==> src/rtl/seg7_multi_driver.sv <==
// Multi-digit 7-segment driver: shadowed hex value + blank mask, registered active-low
// segment outputs, whole-display blinking. Define SEG7_LZ_SUPPRESS_EN for leading-zero suppression.
module seg7_multi_driver #(
    parameter int DIGITS    = 6,
    parameter int BLINK_DIV = 25000000
) (
    input  logic                  clk,
    input  logic                  reset,
    input  logic                  load,
    input  logic [4*DIGITS-1:0]   value,
    input  logic [DIGITS-1:0]     blank_mask,
    input  logic                  blink_en,
    output logic [7*DIGITS-1:0]   leds
);

    localparam int CW = (BLINK_DIV > 2) ? $clog2(BLINK_DIV) : 1;
    localparam logic [CW-1:0] CNT_MAX = CW'(BLINK_DIV - 1);

    typedef enum logic {
        PH_ON  = 1'b0,
        PH_OFF = 1'b1
    } phase_t;

    phase_t                phase_reg, phase_next;
    logic [CW-1:0]         cnt_reg, cnt_next;
    logic [4*DIGITS-1:0]   value_reg;
    logic [DIGITS-1:0]     mask_reg;
    logic [7*DIGITS-1:0]   leds_reg, leds_next;
    logic [DIGITS-1:0]     dark;
    logic                  blink_dark;

    function automatic logic [6:0] seg_decode(input logic [3:0] nib);
        logic [6:0] seg;
        case (nib)
            4'h0: seg = 7'b1000000;
            4'h1: seg = 7'b1111001;
            4'h2: seg = 7'b0100100;
            4'h3: seg = 7'b0110000;
            4'h4: seg = 7'b0011001;
            4'h5: seg = 7'b0010010;
            4'h6: seg = 7'b0000010;
            4'h7: seg = 7'b1111000;
            4'h8: seg = 7'b0000000;
            4'h9: seg = 7'b0010000;
            4'hA: seg = 7'b0001000;
            4'hB: seg = 7'b0000011;
            4'hC: seg = 7'b1000110;
            4'hD: seg = 7'b0100001;
            4'hE: seg = 7'b0000110;
            default: seg = 7'b0001110;
        endcase
        return seg;
    endfunction

    always_ff @(posedge clk or negedge reset) begin
        if (!reset) begin
            phase_reg <= PH_ON;
            cnt_reg   <= '0;
        end else begin
            phase_reg <= phase_next;
            cnt_reg   <= cnt_next;
        end
    end

    // Disabled blinking parks the counter so re-enabling always starts a full ON half-period.
    always_comb begin
        cnt_next   = cnt_reg;
        phase_next = phase_reg;
        if (!blink_en) begin
            cnt_next   = '0;
            phase_next = PH_ON;
        end else if (cnt_reg == CNT_MAX) begin
            cnt_next   = '0;
            phase_next = (phase_reg == PH_ON) ? PH_OFF : PH_ON;
        end else begin
            cnt_next   = cnt_reg + CW'(1);
        end
    end

    // blink_en gates the OFF phase directly so dropping it restores the display on the next edge.
    assign blink_dark = blink_en && (phase_reg == PH_OFF);

    genvar gi;
    generate
        for (gi = 0; gi < DIGITS; gi++) begin : g_digit
`ifdef SEG7_LZ_SUPPRESS_EN
            if (gi == 0) begin : g_lsd
                assign dark[gi] = mask_reg[gi] || blink_dark;
            end else begin : g_upper
                assign dark[gi] = mask_reg[gi] || blink_dark
                                  || (value_reg[4*DIGITS-1:4*gi] == '0);
            end
`else
            assign dark[gi] = mask_reg[gi] || blink_dark;
`endif
            assign leds_next[7*gi +: 7] = dark[gi] ? 7'b1111111
                                                   : seg_decode(value_reg[4*gi +: 4]);
        end
    endgenerate

    always_ff @(posedge clk or negedge reset) begin
        if (!reset) begin
            value_reg <= '0;
            mask_reg  <= '1;
            leds_reg  <= '1;
        end else begin
            if (load) begin
                value_reg <= value;
                mask_reg  <= blank_mask;
            end
            leds_reg <= leds_next;
        end
    end

    assign leds = leds_reg;

endmodule

==> config.mk <==
export PLATFORM = sky130hd
export DESIGN_NAME = seg7_multi_driver
export DESIGN_NICKNAME = d
export VERILOG_FILES = /design/src/rtl/seg7_multi_driver.sv
export SDC_FILE = /design/constraint.sdc
export NUM_CORES = 1
export LEC_CHECK = 0
export ABC_AREA = 0
export ABC_CLOCK_PERIOD_IN_PS = 2800
export CORE_MARGIN = 3
export CORE_UTILIZATION = 52
export DETAILED_ROUTE_END_ITERATION = 12
export HOLD_SLACK_MARGIN = 0.03
export PLACE_DENSITY = 0.77
export SKIP_LAST_GASP = 1
export SLEW_MARGIN = 25
export SYNTH_ARGS = -nofsm -noshare
export SYNTH_HDL_FRONTEND = slang
export SYNTH_SLANG_ARGS = --single-unit
==> constraint.sdc <==
create_clock -name clk -period 2.8 [get_ports clk]
set_clock_uncertainty 0.05 [all_clocks]
set_input_delay 0.56 -clock clk [delete_from_list [all_inputs] [get_ports clk]]
set_output_delay 0.56 -clock clk [all_outputs]
set_load 0.01 [all_outputs]
==> results_dict.tcl, run 1 <==
set metrics [dict create \
    p_sw_mw 0.889 \
    synth.avg_cell_area_um2 10.9 \
    yosys.area.top_type "dfstp_2" \
    fmax_mhz 452 \
    drv_cap 0 \
    tritoncts "yes" \
    seq_area_um2 2510 \
    hold_ws_ns 0.120 \
    dp_cells 660 \
    avgRoutedWirePerCell_um 15.3 \
    hold_path.class "in2async" \
    synthSimpleGateAreaFrac_pct 14.4 \
    dieArea_um2 11000 \
    cts_buffers 9 \
    n_fill_cell 782 \
    grt_overflow 0 \
    dr_total_vias 3725 \
    cts_max_path_buffers 2 \
    cp-start-kind "register" \
    crit_arrival_ns 2.42 \
    irDropWorstVdd_v 0.000315 \
    tightest_slew_ns 0.686 \
    firstDrtPassIters 4 \
    dp_slack_ns 0.578 \
    power.internal_mw 2.33 \
    io_buffers 75 \
    hold_violations 0 \
    r2r-start "cnt_reg[15]" \
    ios 76 \
    largest_register_ffs 42 \
    synth_most_common_cell "dfrtp_1" \
    start_util_pct 54.3 \
    reg2regPathDepth 5 \
    multi_input_area_um2 2400 \
    antenna_cells 0 \
    mappedNetlistArea_um2 5080 \
    antenna_found_initial 0 \
    ys_async_sr_fraction_pct 100 \
    synth_top_family_by_area "simple AND/OR/NAND/NOR gates" \
    setup_viol 0 \
    clk_pin_slew_ns 0.09 \
    maxSlewViolCount 0 \
    synth_area_leaders "dfstp_2 25%, dfrtp_1 25%, ha_1 9.1%" \
    cp-end-kind "register" \
    ant_nets 0 \
    dr.first_iter.drc_count 154 \
    critPathMaxStageDelay_ns 0.53 \
    path_class "reg2reg" \
    cts_root_buffer "clkbuf_8" \
    r2r-end "cnt_reg[7]" \
    cp_cell_sequence "or4_1 -> or4_4 -> o21ai_2 -> buf_4 -> nor2_1" \
    slew-limit-headroom_pct 54.2 \
    total_power_mw 3.21 \
    required_ns 3.01 \
    fin_crit_sh_pct 79.1 \
    postCtsHoldBufs 0 \
    grt_max_degree 55 \
    finalNonFillerCells 676 \
    synth.distinct_cells 40 \
    area_delta_synth_final_pct 20.5 \
    outcome "finished, final reports clean" \
    finalNetCount 613 \
    seqPwrFrac_pct 53.9 \
    postRouteWirelength_um 10300 \
    synth_top_area_share_pct 24.8 \
    synth_edf_count 0 \
    ctsResizeCount 0 \
    final_util_pct 65.4 \
    critPathSlowestCell "or4_1" \
    swShare_pct 27.6 \
    fin_crit_ns 2.21 \
    syn_nets 539 \
    yosys.area_share.adder_pct 9.10 \
    ys.warnings.count 0 \
    dpl-instance-area_um2 5960 \
    cts_setup_buffers 0 \
    p_clk_share_pct 25.1 \
    synth_compound_area_share_pct 14.0 \
    rrSetupSlack_ns 0.59 \
    final_area_um2 6130 \
    cts_sinks 98 \
    rows 35 \
    drc_errors 0 \
    netlist_instances 468 \
    p_comb_share_pct 20.9 \
    synthMuxAreaShare_pct 7.90 \
    power.density_nw_per_um2 525 \
    totalNegativeSetupSlack_ns 0 \
    power_leakage_nw 2.52 \
    ys.flop_type "dfrtp_1" \
    cp_max_fo 11 \
    core_area_um2 9370 \
    track_usage_pct 20.3 \
    die_w_um 105 \
    h-tree-depth 3 \
    drive_gt1_share_pct 17.4 \
    place.detailed.hpwl_um 7460 \
    die_y_um 105 \
    ys_seq_elements 98 \
    via_per_inst 5.51 \
    rsz0062_at_grt "no" \
    yosysSeqAreaShare_pct 49.4 \
    synth_xor_area_share_pct 1.72 \
    clk_latency_ns 0.37 \
    grt_pass1_wl_um 18100 \
    grt_pass1_vias 3837 \
    worst_slack_ns 0.586 \
    place_congestion 0.882 \
    netlist_top_cells_count "50 x dfrtp_1, 48 x dfstp_2, 45 x nand2_1" \
]
==> power groups by stage <==
stage	clock network (mW)	registers, mW	logic [mW]
2_1_floorplan	0	1.77	0.315
4_1_cts	0.844	1.74	0.682
3_3_place_gp	0	1.75	0.660
6_report	0.808	1.73	0.673
5_1_grt	0.911	1.76	0.744
3_5_place_dp	0	1.76	0.678
==> how the worst max path moves through the flow <==
| stage | cells after the start | slack, ns | start | end |
|---|---|---|---|---|
| 6_report | 5 | 0.59 | cnt_reg[15] | cnt_reg[7] |
| 5_1_grt | 5 | 0.50 | cnt_reg[15] | cnt_reg[6] |
| 4_1_cts | 5 | 0.58 | cnt_reg[15] | cnt_reg[7] |
| 3_5_place_dp | 4 | 0.58 | blink_en | leds[12] |
| 3_3_place_gp | 4 | 0.65 | blink_en | leds[11] |
| 2_1_floorplan | 5 | 0.81 | cnt_reg[15] | cnt_reg[23] |
==> final cells by class <==
class                           count  area share (%)
Sequential cell                    98            41.0
Multi-Input combinational cell    327            39.1
Timing Repair Buffer               79            12.8
Tap cell                          129            2.63
Clock buffer                       10            2.25
Inverter                           27            1.65
Clock inverter                      6           0.531
==> placed cells by master, fill, tap and decap left out, drive strengths merged, types with 17 or more instances in the layout <==
cell type and instances:
clkdlybuf4s50 73, dfrtp 50, dfstp 48, nand2 45, ha 37, o21ai 36
inv 27, nor2 26, o211ai 24, o311ai 17
==> cell families (layout without fill, tap and decap cells) <==
logic type               after synthesis  count (layout)
AO/OA/AOI/OAI                        107             107
XOR/XNOR                              10              10
adder cells (fa/ha/maj)               37              37
buffers and inverters                 43             122
flip-flops                            98              98
multiplexers                          31              31
AND/OR/NAND/NOR                      142             142
==> layer usage <==
layer  track usage, %  share of wire [%]
met4             4.97               0.94
met1             26.1                 45
met5                0                  0
met2             33.5                 49
met3             6.30                5.8
==> critical path: cells and delay by family, from the launching register on <==
kind | cells | cell delay, ns
and+or+nand+nor | 3 | 1.10
buffers and inverters | 1 | 0.24
AOI/OAI and AO/OA | 1 | 0.28
DFF | 1 | 0.44
No activity file was read; power rests on OpenSTA's default activity.
==> inputs of run 2 (changes only) <==
Settings changed: ABC_CLOCK_PERIOD_IN_PS 2800 to 1900, CORE_UTILIZATION 52 to 49, PLACE_DENSITY 0.77 to 0.76.
Clock period 2.8 ns to 1.9 ns, I/O delays scaled along.
==> run 2 against run 1 <==
- the run now ends with negative setup slack left
- cell count grew 5.3%
- total power rose by 51%
- clock power is 53% higher
- hold slack got worse by 0.10 ns
- via count is 4.3% higher
- combinational power rose by 63%
- first-iteration DRC count increased by 3.9%
- critical path depth unchanged
- register-to-register slack lost 0.65 ns
- fmax increased by 13%
- setup slack worse by 0.65 ns
- critical path type unchanged
- critical endpoint is now cnt_reg[18]
- highest routed layer unchanged
==> results_dict.tcl, run 2 (synthesis gave the netlist of run 1 again) <==
set metrics [dict create \
    dr.first_iter.drc_count 160 \
    tightest_slew_ns 0.576 \
    place.detailed.hpwl_um 7820 \
    fmax_mhz 510 \
    drive_gt1_share_pct 24.4 \
    area_delta_synth_final_pct 27.8 \
    ant_nets 0 \
    cts_sinks 98 \
    place_congestion 0.886 \
    irDropWorstVdd_v 0.000397 \
    rows 36 \
    avgRoutedWirePerCell_um 15.2 \
    drc_errors 0 \
    grt_overflow 0 \
    grt_pass1_vias 3932 \
    dpl-instance-area_um2 6200 \
    dr_total_vias 3887 \
    ios 76 \
    power_leakage_nw 2.74 \
    crit_arrival_ns 2.15 \
    worst_slack_ns -0.0621 \
    clk_pin_slew_ns 0.09 \
    postRouteWirelength_um 10800 \
    grtUsageMet1_pct 27.3 \
    hold_path.class "in2async" \
    power.density_nw_per_um2 745 \
    cp-start-kind "register" \
    tritoncts "yes" \
    cp_max_fo 11 \
    die_w_um 108 \
    layout_commonest_cell "clkdlybuf4s50_1" \
    die_y_um 108 \
    antenna_found_initial 0 \
    gr-usage-met3_pct 3.78 \
    start_util_pct 51.3 \
    setup_viol 24 \
    slew-limit-headroom_pct 61.6 \
    rsz0062_at_grt "yes" \
    firstDrtPassIters 4 \
    grt_max_degree 99 \
    grt.busiest_layer "met2" \
    dp_slack_ns -0.0819 \
    cts_buffers 9 \
    violations "negative setup slack" \
    largest_register_ffs 42 \
    outcome "finished, violations left" \
    dieArea_um2 11600 \
    final_cell_mix "68 x clkdlybuf4s50_1, 50 x dfrtp_1, 48 x dfstp_2" \
    final_util_pct 65.6 \
    hold_violations 0 \
    track_usage_pct 19.9 \
    r2r-end "cnt_reg[18]" \
    io_buffers 75 \
    reg2regPathDepth 5 \
    cts_max_path_buffers 2 \
    drv_cap 0 \
    via_per_inst 5.46 \
    fin_crit_sh_pct 103 \
    rrSetupSlack_ns -0.06 \
    n_fill_cell 779 \
    grt_pass1_wl_um 18600 \
    postCtsHoldBufs 0 \
    maxSlewViolCount 0 \
    h-tree-depth 3 \
    clk_latency_ns 0.35 \
    cts_root_buffer "clkbuf_8" \
    gr-usage-met2_pct 31.6 \
    required_ns 2.08 \
    core_area_um2 9910 \
    cp-end-kind "register" \
    r2r-start "cnt_reg[17]" \
    antenna_cells 0 \
    path_class "reg2reg" \
    finalNetCount 645 \
    final_area_um2 6500 \
    fin_crit_ns 1.96 \
]
run 2: cell types whose count changed in the layout (fill, tap and decap cells not counted), sizes merged:
cell / before / now
clkbuf: 10 / 11
clkdlybuf4s50: 73 / 68
clkinv: 5 / 3
inv: 27 / 28
buf: 6 / 38
dlymetal6s2s: 0 / 5
run 2: worst max path at each step:
stage,startpoint,end,slack (ns),depth (start not counted)
after floorplan,cnt_reg[15],phase_reg,0.004,4
after global placement,cnt_reg[17],cnt_reg[7],-0.02,5
after detailed placement,blink_en,leds[4],-0.08,4
after CTS,cnt_reg[17],cnt_reg[23],-0.05,5
after global routing,cnt_reg[0],cnt_reg[16],-0.12,6
final,cnt_reg[17],cnt_reg[18],-0.06,5
run 2: layout make-up:
| cell class | instances | area (um^2) | share of cell area [%] |
|---|---|---|---|
| flip-flops and latches | 98 | 2510 | 38.7 |
| multi-input cells | 327 | 2460 | 37.8 |
| repair buffers | 111 | 1080 | 16.6 |
| well taps | 133 | 166 | 2.56 |
| clock buffers | 11 | 141 | 2.18 |
| inverters | 27 | 101 | 1.56 |
| clock inverters | 5 | 38.8 | 0.597 |
run 2: per-stage QoR:
stage                     total power, mW  std cells  setup TNS [ns]  hold WS [ns]
after floorplan                      3.07        468               0        0.0344
after global placement               3.61        693          -0.123         0.423
after detailed placement             3.65        693           -1.65         0.432
after CTS                            4.90        709          -0.789        0.0375
after global routing                 5.12        712           -2.34        0.0398
final                                4.84        712           -1.05        0.0179
run 2: critical path: stages (launching register included):
cell     delay, ns
dfrtp_1       0.39
or4_1         0.52
or4_4         0.46
o21ai_4       0.20
buf_8         0.17
a21oi_1       0.05
run 2: metal layers:
metal,share of wire (%),vias to the layer above,wire (um)
met5,0,-,0
met4,1.4,0,155
met3,3.9,14,426
met2,49,77,5260
met1,46,1908,4980
li1,-,1888,-
run 2: what timing repair did:
item | 4_1_cts | 5_1_grt
pin swaps | 2 | 8
buffers inserted | 0 | 3
gates resized for setup | 4 | 25
endpoints found under the setup margin | 22 | 33
run 2: power by group:
group          switching (mW)  leakage [nW]  internal [mW]
logic                   0.517          1.49          0.580
clock network           0.718        0.0899          0.520
registers               0.117          1.16           2.39
==> inputs of run 3 (changes only) <==
Settings changed: CAP_MARGIN set to 10.
==> results of run 3 <==
No change in the layout: final DEF, timing and power equal those of run 2.
